[config.mk]
export PLATFORM = sky130hd
export DESIGN_NAME = div_arbiter
export DESIGN_NICKNAME = d
export VERILOG_FILES = /design/src/rtl/div_arbiter.sv
export SDC_FILE = /design/constraint.sdc
export NUM_CORES = 1
export LEC_CHECK = 0
export CORE_MARGIN = 2
export CORE_UTILIZATION = 38
export CTS_CLUSTER_DIAMETER = 50
export CTS_CLUSTER_SIZE = 14
export DETAILED_ROUTE_END_ITERATION = 12
export GPL_TIMING_DRIVEN = 0
export PLACE_DENSITY = 0.83
export SLEW_MARGIN = 20
export SYNTH_ARGS = -nofsm -noshare
export SYNTH_HDL_FRONTEND = slang
export SYNTH_SLANG_ARGS = --single-unit
[constraint.sdc]
create_clock -name clk -period 3.3 [get_ports clk]
set_clock_uncertainty 0.05 [all_clocks]
set_input_delay 0.66 -clock clk [delete_from_list [all_inputs] [get_ports clk]]
set_output_delay 0.66 -clock clk [all_outputs]
set_load 0.05 [all_outputs]
[src/rtl/div_arbiter.sv]
// div_arbiter: round-robin sequencer sharing one 16/8 divider (start/done) among NREQ requesters.
// Optional macro DIV_CHECK_EN screens divide-by-zero/overflow and answers without using the divider.
module div_arbiter #(
  parameter int NREQ = 4
) (
  input  logic                 clk,
  input  logic                 rst,
  input  logic [NREQ-1:0]      req_valid,
  output logic [NREQ-1:0]      req_ready,
  input  logic [16*NREQ-1:0]   req_dividend,
  input  logic [8*NREQ-1:0]    req_divisor,
  output logic [NREQ-1:0]      rsp_valid,
  input  logic [NREQ-1:0]      rsp_ready,
  output logic [7:0]           rsp_quotient,
  output logic [7:0]           rsp_remainder,
  output logic                 rsp_err,
  output logic                 busy,
  output logic                 div_start,
  output logic [15:0]          div_dividend,
  output logic [7:0]           div_divisor,
  input  logic [7:0]           div_quotient,
  input  logic [7:0]           div_remainder,
  input  logic                 div_done
);

  localparam int PW = (NREQ > 1) ? $clog2(NREQ) : 1;

  typedef enum logic [1:0] {S_IDLE, S_ISSUE, S_WAIT, S_RESP} state_t;

  state_t        state;
  logic [PW-1:0] ptr;
  logic [PW-1:0] gnt;
  logic [PW-1:0] sel;
  logic          sel_any;
  logic [15:0]   sel_dividend;
  logic [7:0]    sel_divisor;
  logic          sel_flag;
  int unsigned   idx;

  // Offsets are scanned farthest-first so the nearest requester after ptr wins.
  always_comb begin
    sel     = '0;
    sel_any = 1'b0;
    idx     = 0;
    for (int unsigned k = 0; k < NREQ; k++) begin
      idx = (32'(ptr) + NREQ - k) % NREQ;
      if (req_valid[PW'(idx)]) begin
        sel     = PW'(idx);
        sel_any = 1'b1;
      end
    end
  end

  always_comb begin
    sel_dividend = '0;
    sel_divisor  = '0;
    for (int unsigned k = 0; k < NREQ; k++) begin
      if (sel == PW'(k)) begin
        sel_dividend = req_dividend[16*k +: 16];
        sel_divisor  = req_divisor[8*k +: 8];
      end
    end
  end

  always_comb begin
    req_ready = '0;
    if (!rst && state == S_IDLE && sel_any)
      req_ready[sel] = 1'b1;
  end

`ifdef DIV_CHECK_EN
  logic err_q;
  // Quotient overflows 8 bits exactly when the dividend's high byte reaches the divisor.
  assign sel_flag = (sel_divisor == 8'd0) || (sel_dividend[15:8] >= sel_divisor);
  assign rsp_err  = err_q;
`else
  assign sel_flag = 1'b0;
  assign rsp_err  = 1'b0;
`endif

  always_ff @(posedge clk or posedge rst) begin
    if (rst) begin
      state         <= S_IDLE;
      ptr           <= PW'(NREQ - 1);
      gnt           <= '0;
      rsp_valid     <= '0;
      rsp_quotient  <= '0;
      rsp_remainder <= '0;
      busy          <= 1'b0;
      div_start     <= 1'b0;
      div_dividend  <= '0;
      div_divisor   <= '0;
`ifdef DIV_CHECK_EN
      err_q         <= 1'b0;
`endif
    end else begin
      div_start <= 1'b0;
      case (state)
        S_IDLE: begin
          if (sel_any) begin
            gnt          <= sel;
            ptr          <= sel;
            div_dividend <= sel_dividend;
            div_divisor  <= sel_divisor;
            busy         <= 1'b1;
            if (sel_flag) begin
              rsp_quotient  <= 8'hFF;
              rsp_remainder <= 8'h00;
`ifdef DIV_CHECK_EN
              err_q         <= 1'b1;
`endif
              rsp_valid     <= NREQ'(1) << sel;
              state         <= S_RESP;
            end else begin
              div_start <= 1'b1;
              state     <= S_ISSUE;
            end
          end
        end
        S_ISSUE: state <= S_WAIT;
        S_WAIT: begin
          if (div_done) begin
            rsp_quotient  <= div_quotient;
            rsp_remainder <= div_remainder;
`ifdef DIV_CHECK_EN
            err_q         <= 1'b0;
`endif
            rsp_valid     <= NREQ'(1) << gnt;
            state         <= S_RESP;
          end
        end
        S_RESP: begin
          if (rsp_ready[gnt]) begin
            rsp_valid <= '0;
            busy      <= 1'b0;
            state     <= S_IDLE;
          end
        end
        default: state <= S_IDLE;
      endcase
    end
  end

endmodule

==> results.json <==
{
  "crit_arrival_ns": 2.48,
  "synth_fp_nets": 366,
  "placed_cell_area_sq_um": 4740,
  "postLayoutSetupSlackWorst_ns": 0.113,
  "worst_setup_path_end_kind": "primary output",
  "root_buffer": "clkbuf_8",
  "yosys.area_share.adder_pct": 1.31,
  "finalSetupViolCount": 0,
  "dp.cells": 511,
  "numPortBuffers": 172,
  "seqCellArea_sq_um": 1300,
  "reg2reg_setup_slack_ns": 1.22,
  "final_common_cell": "clkdlybuf4s50_1",
  "synth_top_family_by_area": "multiplexers",
  "whs_ns": 0.444,
  "power_mw": 4.57,
  "timing.rr.start": "state[0]",
  "grt_pass1_wl_um": 14600,
  "synthCells": 240,
  "synth_flop_cell": "dfrtp_1",
  "path_class": "in2out",
  "place_ws_ns": -0.558,
  "rr_endpoint": "div_dividend[9]",
  "hold_viol_final": 0,
  "layout_common_cells": "clkdlybuf4s50_1, dfrtp_1, mux2i_1",
  "hpwl_um": 7110,
  "ys_types": 39,
  "grt.overflow.total": 0,
  "io_pins": 174,
  "grt_pass1_vias": 2889,
  "synth_area_leaders": "dfrtp_1, mux2i_1, o2bb2ai_1",
  "fin_crit_sh_pct": 96.6,
  "die_x_um": 90.9,
  "timing.fmax_mhz": 314,
  "tritoncts": "yes",
  "synth_simple_gate_area_share_pct": 4.97,
  "path_clk_slew_ns": 0.10,
  "drtPass1Iterations": 4,
  "fin_cells": 519,
  "avgRoutedWirePerCell_um": 17.3,
  "yosysTopAreaCellShare_pct": 43.6,
  "core-area_sq_um": 7290,
  "maxCapViolCount": 0,
  "cts.sink_count": 52,
  "vias": 2671,
  "rsz0062_at_grt": "yes",
  "drc": 0,
  "worstHoldPathType": "reg2reg",
  "fp.dieH_um": 90.9,
  "ir_drop_mv": 0.444,
  "htree_levels": 2,
  "netlist_area_sq_um": 2870,
  "powerDensity_nw_per_um2": 945,
  "drive_gt1_share_pct": 17.1,
  "p_leak_nw": 2.00,
  "yosys.area_share.xor_xnor_pct": 0,
  "start_util_pct": 39.3,
  "gp_congestion": 0.822,
  "ys_ff_latch": 52,
  "final_max_slew_viol_count": 0,
  "synthMuxAreaShare_pct": 24.2,
  "critPathCapture": "req_ready[1]",
  "worst_slew_pin_slew_ns": 0.667,
  "cp_max_fo": 10,
  "relSlewSlack_pct": 55.5,
  "yosysWarningCount": 0,
  "cts_buffer_depth": 2,
  "synthArstFlopShare_pct": 100,
  "grt_max_degree": 54,
  "fin_setup_tns_ns": 0,
  "syn_area_per_cell_sq_um": 12.0,
  "status": "finished, final reports clean",
  "crit_required_ns": 2.59,
  "utilization_pct": 66.4,
  "synth_compound_area_share_pct": 18.9,
  "antenna_found_initial": 0,
  "num_antenna_cells": 0,
  "drtIter0Drc": 67,
  "num_rows": 31,
  "wl_um": 8970,
  "viasPerCell": 5.15,
  "yosysSeqAreaShare_pct": 45.4,
  "stdcell_area_sq_um": 4840,
  "synth_edf_count": 0,
  "post_cts_buffers": 0,
  "r2r_cells": 6,
  "nets": 545,
  "fillers": 604,
  "synthToLayoutAreaGrowth_pct": 68.7,
  "grt_usage_pct": 22.1,
  "antenna_left": 0,
  "synth_top_cell_by_area": "dfrtp_1",
  "critPathLaunchType": "input pin",
  "cp-startpoint": "req_valid[0]",
  "die_area_sq_um": 8260,
  "min_period_ns": 3.19,
  "multi_input_area_sq_um": 1460,
  "insertion_delay_ns": 0.31,
  "numCtsBuffers": 5
}
## cells by family (layout without fill, tap and decap cells)
kind of cell	count (synthesis)	after routing
AO/OA/AOI/OAI	68	68
adder cells (fa/ha/maj)	3	3
buffers and inverters	25	205
flip-flops	52	52
multiplexers	66	66
other	1	1
AND/OR/NAND/NOR	25	25
## power by group
group	total [mW]	leakage (nW)	switching [mW]	internal [mW]
Sequential	1.15	0.598	0.185	0.962
Clock	0.373	0.0414	0.221	0.152
Combinational	3.06	1.36	1.87	1.18
Total	4.57	2.00	2.28	2.30
## state kept, by name (all words and copies together) (netlist names)
| signal | cells |
|---|---|
| busy | 1 |
| div_divisor | 8 |
| div_start | 1 |
| div_dividend | 16 |
| state | 2 |
| rsp_valid | 4 |
| rsp_quotient | 8 |
| gnt | 2 |
| ptr | 2 |
| rsp_remainder | 8 |
## metal layers
| layer | GRT usage [%] | vias up | part of all wire (%) |
|---|---|---|---|
| met5 | 0 | - | 0 |
| met4 | 8.21 | 0 | 3.2 |
| met3 | 4.26 | 23 | 4.1 |
| met2 | 39.9 | 92 | 53 |
| met1 | 26.0 | 1305 | 40 |
| li1 | - | 1251 | - |
## layout make-up
type                            instances  area share (%)
Timing Repair Buffer                  172            35.4
Tap cell                               99            2.56
Clock buffer                            6            1.50
Clock inverter                          2           0.336
Inverter                                8           0.672
Sequential cell                        52            26.9
Multi-Input combinational cell        163            30.2
Buffer                                 17            2.46
## synthesized netlist by cell type, types with 2 or more instances
cell type / instances
a21oi_1: 8
a21oi_2: 18
buf_2: 6
buf_4: 5
buf_6: 3
clkbuf_1: 2
dfrtp_1: 50
dfstp_2: 2
ha_1: 3
inv_1: 7
mux2_2: 16
mux2i_1: 49
nand2_1: 12
nor2_1: 4
o21ai_0: 5
o2bb2ai_1: 24
o41ai_1: 4
## worst max-delay path: stages
cell             delay (ns)
clkdlybuf4s50_1        0.57
a21o_1                 0.14
a31oi_1                0.07
buf_4                  0.18
buf_2                  0.23
a2111oi_4              0.36
buf_4                  0.26
## worst min path at each step
| stage | endpoint | startpoint | cells past startpoint |
|---|---|---|---|
| detailed placement | rsp_valid[2] | rsp_valid[2] | 2 |
| CTS | rsp_valid[0] | rsp_valid[0] | 2 |
| floorplan | ptr[1] | ptr[1] | 2 |
| finish | rsp_valid[0] | rsp_valid[0] | 2 |
| global placement | rsp_valid[0] | rsp_valid[0] | 2 |
| global route | rsp_valid[0] | rsp_valid[0] | 2 |
## repair_timing
item | CTS | global route
gates resized for setup | 20 | 8
hold buffers | 0 | 0
gates cloned | 0 | 0
pin swaps | 0 | 1
setup endpoints to repair | 4 | 4
Power figures use the tool's default switching activity.
